**config.mk**
```make
export PLATFORM = sky130hd
export DESIGN_NAME = ps2_arrow_decoder
export DESIGN_NICKNAME = d
export VERILOG_FILES = /design/src/rtl/ps2_arrow_decoder.sv
export SDC_FILE = /design/constraint.sdc
export NUM_CORES = 1
export LEC_CHECK = 0
export CAP_MARGIN = 20
export CORE_ASPECT_RATIO = 1.4
export CORE_MARGIN = 2
export CORE_UTILIZATION = 55
export CTS_CLUSTER_DIAMETER = 200
export DETAILED_ROUTE_END_ITERATION = 10
export HOLD_SLACK_MARGIN = 0.02
export PLACE_DENSITY = 0.87
export SLEW_MARGIN = 20
export SYNTH_ARGS = -nofsm -noshare
export SYNTH_HDL_FRONTEND = slang
export SYNTH_SLANG_ARGS = --single-unit
```
**constraint.sdc**
```tcl
create_clock -name pclk -period 2.3 [get_ports pclk]
set_input_delay 0.23 -clock pclk [delete_from_list [all_inputs] [get_ports pclk]]
set_output_delay 0.23 -clock pclk [all_outputs]
set_load 0.01 [all_outputs]
```
**src/rtl/ps2_arrow_decoder.sv**
```systemverilog
// ps2_arrow_decoder
//   Receives PS/2 keyboard frames (scan code set 2), validates start/parity/
//   stop and a mid-frame timeout, and tracks make/break of the four extended
//   arrow keys as a held-key bitmask for the car controller.
// Ports:
//   pclk        system clock
//   rst         synchronous, active-high reset
//   ps2_clk     raw PS/2 clock (asynchronous)
//   ps2_data    raw PS/2 data (asynchronous)
//   key[3:0]    held arrows: bit0 up, bit1 down, bit2 left, bit3 right
//   scan_code   last correctly received byte
//   scan_valid  one-cycle pulse, scan_code updated
//   frame_err   one-cycle pulse, frame rejected (parity, stop or timeout)
module ps2_arrow_decoder #(
  parameter int unsigned FILTER_LEN     = 8,
  parameter int unsigned TIMEOUT_CYCLES = 130000
) (
  input  logic       pclk,
  input  logic       rst,
  input  logic       ps2_clk,
  input  logic       ps2_data,
  output logic [3:0] key,
  output logic [7:0] scan_code,
  output logic       scan_valid,
  output logic       frame_err
);

  localparam int unsigned FW = $clog2(FILTER_LEN + 1);
  localparam int unsigned TW = $clog2(TIMEOUT_CYCLES + 1);
  localparam logic [FW-1:0] FILT_LAST = FW'(FILTER_LEN - 1);
  localparam logic [TW-1:0] TO_LAST   = TW'(TIMEOUT_CYCLES - 1);

  typedef enum logic [1:0] {S_IDLE, S_DATA, S_PARITY, S_STOP} state_t;

  logic [1:0]    clk_s_q, dat_s_q;
  logic          clk_f_q, clk_f_d;
  logic          clk_f_prev_q;
  logic [FW-1:0] filt_cnt_q, filt_cnt_d;
  state_t        state_q, state_d;
  logic [2:0]    bit_cnt_q, bit_cnt_d;
  logic [7:0]    shift_q, shift_d;
  logic          par_q, par_d;
  logic [TW-1:0] to_cnt_q, to_cnt_d;
  logic          ext_q, ext_d, brk_q, brk_d;
  logic [3:0]    key_q, key_d;
  logic [7:0]    code_q, code_d;
  logic          valid_q, valid_d, err_q, err_d;
  logic          fall, data;

  assign fall = clk_f_prev_q & ~clk_f_q;
  assign data = dat_s_q[1];

  always_ff @(posedge pclk) begin
    if (rst) begin
      clk_s_q      <= '1;
      dat_s_q      <= '1;
      clk_f_q      <= 1'b1;
      clk_f_prev_q <= 1'b1;
      filt_cnt_q   <= '0;
      state_q      <= S_IDLE;
      bit_cnt_q    <= '0;
      shift_q      <= '0;
      par_q        <= 1'b0;
      to_cnt_q     <= '0;
      ext_q        <= 1'b0;
      brk_q        <= 1'b0;
      key_q        <= '0;
      code_q       <= '0;
      valid_q      <= 1'b0;
      err_q        <= 1'b0;
    end else begin
      clk_s_q      <= {clk_s_q[0], ps2_clk};
      dat_s_q      <= {dat_s_q[0], ps2_data};
      clk_f_q      <= clk_f_d;
      clk_f_prev_q <= clk_f_q;
      filt_cnt_q   <= filt_cnt_d;
      state_q      <= state_d;
      bit_cnt_q    <= bit_cnt_d;
      shift_q      <= shift_d;
      par_q        <= par_d;
      to_cnt_q     <= to_cnt_d;
      ext_q        <= ext_d;
      brk_q        <= brk_d;
      key_q        <= key_d;
      code_q       <= code_d;
      valid_q      <= valid_d;
      err_q        <= err_d;
    end
  end

  always_comb begin
    clk_f_d    = clk_f_q;
    filt_cnt_d = filt_cnt_q;
    state_d    = state_q;
    bit_cnt_d  = bit_cnt_q;
    shift_d    = shift_q;
    par_d      = par_q;
    to_cnt_d   = '0;
    ext_d      = ext_q;
    brk_d      = brk_q;
    key_d      = key_q;
    code_d     = code_q;
    valid_d    = 1'b0;
    err_d      = 1'b0;

    // Clock filter: toggle only after FILTER_LEN consecutive differing samples.
    if (clk_s_q[1] == clk_f_q) begin
      filt_cnt_d = '0;
    end else if (filt_cnt_q == FILT_LAST) begin
      clk_f_d    = ~clk_f_q;
      filt_cnt_d = '0;
    end else begin
      filt_cnt_d = filt_cnt_q + 1'b1;
    end

    // Mid-frame timeout; a timeout aborts the frame even if other
    // transitions would otherwise apply this cycle (no fall is present then).
    if (state_q != S_IDLE && !fall) begin
      if (to_cnt_q == TO_LAST) begin
        state_d = S_IDLE;
        err_d   = 1'b1;
      end else begin
        to_cnt_d = to_cnt_q + 1'b1;
      end
    end

    if (fall) begin
      unique case (state_q)
        S_IDLE: begin
          if (!data) begin
            state_d   = S_DATA;
            bit_cnt_d = '0;
          end
        end
        S_DATA: begin
          shift_d   = {data, shift_q[7:1]};
          bit_cnt_d = bit_cnt_q + 1'b1;
          if (bit_cnt_q == 3'd7) state_d = S_PARITY;
        end
        S_PARITY: begin
          par_d   = data;
          state_d = S_STOP;
        end
        S_STOP: begin
          state_d = S_IDLE;
          if (data && (^{shift_q, par_q})) begin
            valid_d = 1'b1;
            code_d  = shift_q;
          end else begin
            err_d = 1'b1;
          end
        end
        default: state_d = S_IDLE;
      endcase
    end

    // Prefix decoder runs on the registered byte, so key lags scan_valid by one.
    if (valid_q) begin
      if (code_q == 8'hE0) begin
        ext_d = 1'b1;
      end else if (code_q == 8'hF0) begin
        brk_d = 1'b1;
      end else begin
        if (ext_q) begin
          case (code_q)
            8'h75:   key_d[0] = ~brk_q;
            8'h72:   key_d[1] = ~brk_q;
            8'h6B:   key_d[2] = ~brk_q;
            8'h74:   key_d[3] = ~brk_q;
            default: ;
          endcase
        end
        ext_d = 1'b0;
        brk_d = 1'b0;
      end
    end
    if (err_q) begin
      ext_d = 1'b0;
      brk_d = 1'b0;
    end
  end

  assign key        = key_q;
  assign scan_code  = code_q;
  assign scan_valid = valid_q;
  assign frame_err  = err_q;

endmodule

```
# After elaboration in Yosys (flattened, before gate mapping)
# Index checks and enable logic that the tools add are counted.
[classes]
n_eq_ne = 15
reduce_logical = 22
n_addsub = 3
bitwise = 9
n_mux = 17
[ops]
columns = ["op", "n"]
rows = [
  ["8-bit by 7-bit == test with 1-bit output (second input constant)", 4],
  ["5-bit AND reduction", 4],
  ["17-bit by 1-bit adder with 17-bit output (second input constant)", 1],
  ["17-bit == test (second input constant)", 1],
  ["8-bit == test (second input constant)", 2],
  ["2-bit 2-to-1 mux", 5],
  ["2-bit AND reduction", 5],
  ["1-bit 2-to-1 mux", 9],
  ["3-bit OR reduction", 3],
  ["9-bit XOR reduction", 1],
  ["1-bit inverter", 8],
  ["2-bit one-hot mux with 4 select lines", 1],
  ["3-bit one-hot mux with 2 select lines", 1],
  ["3-bit AND reduction", 2],
  ["4-bit by 1-bit adder with 4-bit output (second input constant)", 1],
  ["2-bit == test (second input constant)", 2],
  ["4-bit by 3-bit == test with 1-bit output (second input constant)", 1],
  ["2-bit inequality test (second input constant)", 2],
  ["2-bit nonzero test", 2],
  ["3-bit by 1-bit adder with 3-bit output (second input constant)", 1],
  ["3-bit == test (second input constant)", 1],
  ["3-bit 2-to-1 mux", 1],
  ["2-bit by 1-bit == test with 1-bit output (second input constant)", 1],
  ["1-bit logical AND", 2],
  ["5 further kinds", 5],
]
[totals]
inputBits = 4
elab_cells = 85
regBits = 57
out_inout_bits = 14

# Logic depth before layout (Yosys ltp)
# Gate-level depths: netlist (run 1).
[depth]
depth_word = 8
ltp_mapped = 7
mapped_depth_nobuf = 6

# Worst setup path before layout (run 1)
# Ideal clock, no wire load.
[synth_path]
kind = "register to register"
from = "reg par_q"
to = "reg code_q[0] (netlist: scan_code[0])"
stages_incl_launch_ff = 6
t_required_ns = 2.172
path_buffers = 0
arrival_ns = 1.646
setup_slack_ns = 0.526
cell_sequence = "dfxtp_1 > xnor3_1 > or3_4 > mux2i_4 > mux2i_1 > nor2_1"
[synth_via]
elab_chain_len = 3
[synth_lines]
columns = ["element", "line", "source"]
rows = [
  ["start: declaration", "42", "logic par_q, par_d;"],
  ["start signal: assignment", "80", "par_q <= par_d;"],
  ["9-bit XOR reduction", "146", "if (data && (^{shift_q, par_q})) begin"],
  ["1-bit logical AND", "146", ""],
  ["3-bit AND reduction (no source line)", "--", ""],
  ["end signal: assignment", "85", "code_q <= code_d;"],
  ["end: declaration", "46", "logic [7:0] code_q, code_d;"],
]
# No other way between the ends.
# A chain may end at the register's enable or synchronous reset.

# Worst setup path after layout (run 1)
[layout_path]
from = "reg to_cnt_q[4]"
to = "reg to_cnt_q[5]"
[layout_via]
elab_chain_len = 2
[layout_lines]
columns = ["element", "line", "source"]
rows = [
  ["start: declaration", "43", "logic [TW-1:0] to_cnt_q, to_cnt_d;"],
  ["start signal: assignment", "81", "to_cnt_q <= to_cnt_d;"],
  ["branches (longest 2 deep; another with 17-bit by 1-bit adder with 17-bit output)", "--", ""],
]
# Parallel ways; which one is timed is not known.

==> results of run 1 <==
-- final timing paths --
kind | from | end | slack [ps] | cells past startpoint
min reg2reg | clk_s_q[0] | clk_s_q[1] | 410 | 1
min | clk_s_q[0] | clk_s_q[1] | 410 | 1
max reg2reg | to_cnt_q[4] | to_cnt_q[5] | 240 | 5
max | to_cnt_q[4] | to_cnt_q[5] | 240 | 5
-- worst max-delay path, delay by kind of cell (launching register included) --
kind             cells  cell delay, ps
flip-flops           1             360
AND/OR/NAND/NOR      5            1570
-- through the flow --
stage / instance area [um^2] / hold slack (ps) / instances
2_1_floorplan: 2380 / 334 / 263
3_3_place_gp: 2600 / 396 / 319
3_5_place_dp: 2600 / 400 / 319
4_1_cts: 2790 / 423 / 335
5_1_grt: 2790 / 432 / 335
6_report: 2790 / 409 / 335
-- state kept, by name, indices dropped and copies added, names as in the netlist --
signal        cells
filt_cnt_q        4
shift_q           8
clk_s_q           2
scan_code         8
dat_s_q           2
clk_f_q           1
scan_valid        1
key               4
par_q             1
clk_f_prev_q      1
ext_q             1
to_cnt_q         17
state_q           2
brk_q             1
bit_cnt_q         3
frame_err         1
-- per-layer routing --
metal | routed length (um) | vias to the layer above | global-route usage
met5 | 0 | - | 0
met4 | 71 | 0 | 0.102
met3 | 161 | 10 | 0.0630
met2 | 2340 | 40 | 0.381
met1 | 1870 | 861 | 0.220
li1 | - | 943 | -
-- cell families after synthesis --
logic type / after synthesis / share of synthesized area
buffers and inverters: 16 / 0.0257
flip-flops: 57 / 0.479
AO/OA/AOI/OAI: 26 / 0.0635
multiplexers: 12 / 0.0556
adder cells (fa/ha/maj): 4 / 0.0210
AND/OR/NAND/NOR: 124 / 0.256
XOR/XNOR: 24 / 0.0997
-- power by group --
part	leakage (nW)	internal (mW)	switching [mW]
Sequential	0.460	0.991	0.00218
Clock	0.0974	0.527	0.373
Combinational	0.423	0.0107	0.0134
-- Yosys cell counts, types with 2 or more instances --
| cell | number | share of area |
|---|---|---|
| dfxtp_1 | 57 | 0.48 |
| nor2_1 | 46 | 0.072 |
| nand2_1 | 26 | 0.041 |
| a21oi_1 | 16 | 0.034 |
| mux2i_1 | 11 | 0.046 |
| nand4_1 | 11 | 0.029 |
| xnor2_1 | 11 | 0.040 |
| xor2_1 | 11 | 0.040 |
| clkbuf_1 | 8 | 0.013 |
| nand3_1 | 8 | 0.017 |
| inv_1 | 7 | 0.011 |
| nor3_1 | 5 | 0.010 |
| or2_2 | 5 | 0.013 |
| ha_1 | 4 | 0.021 |
| and3_1 | 3 | 0.0079 |
| nand3b_1 | 3 | 0.0094 |
| o21ai_0 | 3 | 0.0063 |
| or3_1 | 3 | 0.0079 |
| a22oi_1 | 2 | 0.0063 |
| and3b_1 | 2 | 0.0074 |
| and4_1 | 2 | 0.0074 |
| xnor3_1 | 2 | 0.019 |
-- cell type report --
class,count,area share
Clock buffer,13,0.0534
Clock inverter,3,0.0144
Inverter,7,0.00943
Multi-Input combinational cell,190,0.424
Sequential cell,57,0.410
Tap cell,45,0.0202
Timing Repair Buffer,20,0.0692
==> reports/results.ini, run 1 <==
[cts]
cts_resized = 0
cts_root_buffer = clkbuf_8
cts_tree = built
cts_buffer_depth = 2
clkTransAtPathRegs_ps = 60
cts_htree_levels = 3
insertion_delay_ps = 340
cts_sinks = 57
post_cts_buffers = 0
hold_buffers = 0
cts_made_buffers = 9

[global_route]
grt_pass1_wl_um = 7730
grt_overflow = 0
grt_pass1_vias = 1792
track_usage = 0.212
grt_max_degree = 22
antenna_found_initial = 0

[placed_design]
dp_slack_ps = 349
finalWeightedCongestion = 0.872
post-dp-hpwl_um = 3130
port_buffers = 17

[final_layout]
regArea_mm2 = 0.00114
finalNetCount = 293
multi_input_area_mm2 = 0.00118
diodes = 0
fillerInstances = 351
post-route-util = 0.663
layout_commonest_cell = dfxtp_1
drive_gt1_frac = 0.0793
final_cell_mix = dfxtp_1, nor2_1, nand2_1
syn_to_final_growth_pct = 16.9

[timing]
timing.setup.tns_ps = 0
final-hold-violation-count = 0
rsz0062_at_grt = false
fin_skew_ps = 11.7
worstMarginPinSlew_ps = 496
finalWorstSetupSlack_ps = 238
relSlewSlack = 0.668
period_needed_ps = 2060
setup_viol = 0
fmaxAchievable_mhz = 485
timing.final.crit_share = 0.896
maxSlewViolCount = 0

[worst_setup_path]
end_kind = flop
crit_required_ps = 2500
crit_chain = nor4b_1 > nand3_1 > or4_1 > nand2_1 > nor2_1
max_stage_delay_ps = 460
cp_max_fo = 16
critPathKind = flop to flop
startpoint_type = flop
critPathSlowestCell = or4_1
worstPathArrival_ps = 2260

[power_and_ir_drop]
powerDensity_mw_per_mm2 = 688
p_total_mw = 1.92
p_leak_nw = 0.981
max-vdd-ir-drop_uv = 457

[logic_synthesis]
synth_cell_types = 39
synth_seq_cells = 57
yosys_warnings = 0
syn_area_per_cell_um2 = 9.06
async_flop_share = 0
synthCells = 263
synth_nets = 271
synth-edff-count = 0
ys.flop_type = dfxtp_1
yosysSeqAreaShare = 0.479
synth_area_mm2 = 0.00238

[drt]
wl_per_cell_um = 13.3
ant_nets = 0
drc = 0
drt_first_pass_iters = 4
vias_per_cell = 5.53
postRouteWirelength_um = 4450
vias = 1854
drtIter0Drc = 114

[floorplan]
rows = 28
dieHeight_um = 81.9
initial_core_util = 0.567
core-area_mm2 = 0.00420
fp.dieW_um = 59.6
die_area_mm2 = 0.00488
io_pins = 18

[worst_hold_path]
holdCritPathClass = flop to flop

[job]
cap_violations = 0

[run_status]
status = finished clean

(Power assumes the default switching activity.)
==> run 2, diff against run 1 <==
--- a/config.mk
+++ b/config.mk
@@ -9,7 +9,6 @@
 export CORE_ASPECT_RATIO = 1.4
 export CORE_MARGIN = 2
 export CORE_UTILIZATION = 55
-export CTS_CLUSTER_DIAMETER = 200
 export DETAILED_ROUTE_END_ITERATION = 10
 export HOLD_SLACK_MARGIN = 0.02
 export PLACE_DENSITY = 0.87
==> results of run 2 <==
The final DEF is identical to that of run 1; final timing and power are the same.
==> run 3, diff against run 2 <==
--- a/config.mk
+++ b/config.mk
@@ -8,10 +8,10 @@
 export CAP_MARGIN = 20
 export CORE_ASPECT_RATIO = 1.4
 export CORE_MARGIN = 2
-export CORE_UTILIZATION = 55
+export CORE_UTILIZATION = 30
 export DETAILED_ROUTE_END_ITERATION = 10
 export HOLD_SLACK_MARGIN = 0.02
-export PLACE_DENSITY = 0.87
+export PLACE_DENSITY = 0.58
 export SLEW_MARGIN = 20
 export SYNTH_ARGS = -nofsm -noshare
 export SYNTH_HDL_FRONTEND = slang
==> run 3 against run 2 <==
Compared with the run above: sequential power hardly changed; clock power grew 5.4%; worst setup slack improved by 110 ps; critical path depth unchanged; clock skew fell by 1.9 ps; global-route usage decreased by 10 points; fmax is 5.7% higher; sequential share of layout area down 1.2 points; non-clock buffer count is the same; critical path type unchanged; largest cell class unchanged; largest power group unchanged.
==> reports/results.ini, run 3 (synthesized netlist as in run 1, its figures left out) <==
[power_and_ir_drop]
p_total_mw = 1.97
powerDensity_mw_per_mm2 = 684
p_leak_nw = 0.991
max-vdd-ir-drop_uv = 263

[floorplan]
die_area_mm2 = 0.00868
initial_core_util = 0.308
dieHeight_um = 109
fp.dieW_um = 79.3
core-area_mm2 = 0.00775
io_pins = 18
rows = 38

[global_route]
grt_pass1_vias = 1766
grt_overflow = 0
grt_max_degree = 36
grt_pass1_wl_um = 7530
track_usage = 0.112
antenna_found_initial = 0

[placed_design]
port_buffers = 17
finalWeightedCongestion = 0.788
post-dp-hpwl_um = 3240

[drt]
vias = 1821
ant_nets = 0
drc = 0
drtIter0Drc = 77
postRouteWirelength_um = 4410
wl_per_cell_um = 11.3
vias_per_cell = 4.67
drt_first_pass_iters = 5

[worst_setup_path]
rr_worst_depth = 5
critPathKind = flop to flop
cp-startpoint = to_cnt_q[4]
startpoint_type = flop
crit_chain = nor4b_1 > nand3_1 > or4_1 > nand2_1 > nor2_1
critPathBufInv = 0
max_stage_delay_ps = 420
cp_max_fo = 16
worstPathArrival_ps = 2140
crit_required_ps = 2490
r2r_end = to_cnt_q[4]
rrSetupSlack_ps = 350
rr_startpoint = to_cnt_q[4]
critPathSlowestCell = or4_1
cp_top_family = simple AND/OR/NAND/NOR gates
end_kind = flop

[timing]
worstMarginPinSlew_ps = 534
relSlewSlack = 0.643
fmaxAchievable_mhz = 513
final-hold-violation-count = 0
setup_viol = 0
maxSlewViolCount = 0
rsz0062_at_grt = false
timing.setup.tns_ps = 0
timing.final.crit_share = 0.848
fin_skew_ps = 9.77
period_needed_ps = 1950

[cts]
hold_buffers = 0
clkTransAtPathRegs_ps = 60
cts_root_buffer = clkbuf_8
cts_tree = built
cts_resized = 0
insertion_delay_ps = 330
cts_buffer_depth = 2
cts_made_buffers = 9
cts_htree_levels = 3
cts_sinks = 57
post_cts_buffers = 0

[worst_hold_path]
min_to = dat_s_q[1]
worstHoldStart = dat_s_q[0]
hold_depth = 1
holdCritPathClass = flop to flop

[final_layout]
layout_commonest_cell = dfxtp_1
final_cell_mix = dfxtp_1, nor2_1, nand2_1
finalNetCount = 293
regMostFlops = to_cnt_q
largest_register_ffs = 17
syn_to_final_growth_pct = 20.6
drive_gt1_frac = 0.0828
diodes = 0

[run_status]
status = finished clean

[job]
cap_violations = 0

run 3: changes by cell type in the layout (fill, tap and decap cells not counted), sizes merged:
cell    delta
clkbuf     +1
clkinv     -1
run 3: per-stage QoR:
stage | hold WS, ps | setup WS [ps] | instances | util | area [um^2]
after floorplan | 334 | 526 | 263 | - | 2380
after global placement | 393 | 381 | 374 | 0.344 | 2670
after detailed placement | 397 | 348 | 374 | 0.344 | 2670
after CTS | 411 | 327 | 390 | 0.371 | 2870
after global routing | 433 | 75.6 | 390 | 0.371 | 2870
final | 410 | 349 | 390 | 0.371 | 2870
run 3: worst max path at each step:
stage,slack [ps],end,depth (start not counted)
after global placement,380,to_cnt_q[15],5
after floorplan,530,scan_code[0],5
final,350,to_cnt_q[4],5
after CTS,330,to_cnt_q[4],5
after detailed placement,350,to_cnt_q[4],5
after global routing,80,to_cnt_q[15],5
run 3: layout make-up:
cell class                      instances  area (um^2)
Timing Repair Buffer                   20          193
Multi-Input combinational cell        190         1180
Clock buffer                           14          173
Inverter                                7         26.3
Clock inverter                          2         35.0
Sequential cell                        57         1140
Fill cell                             815         4880
Tap cell                              100          125
run 3: report_power, final:
part | internal, mW | switching (mW) | total [mW]
Combinational | 0.00963 | 0.0133 | 0.0229
Sequential | 0.991 | 0.00214 | 0.993
Clock | 0.588 | 0.361 | 0.949
Total | 1.59 | 0.377 | 1.97
run 3: layer usage:
layer,part of all wire,routed length (um),track usage
met1,0.43,1910,0.114
met2,0.50,2220,0.200
met3,0.040,175,0.0443
met4,0.023,101,0.0542
met5,0,0,0
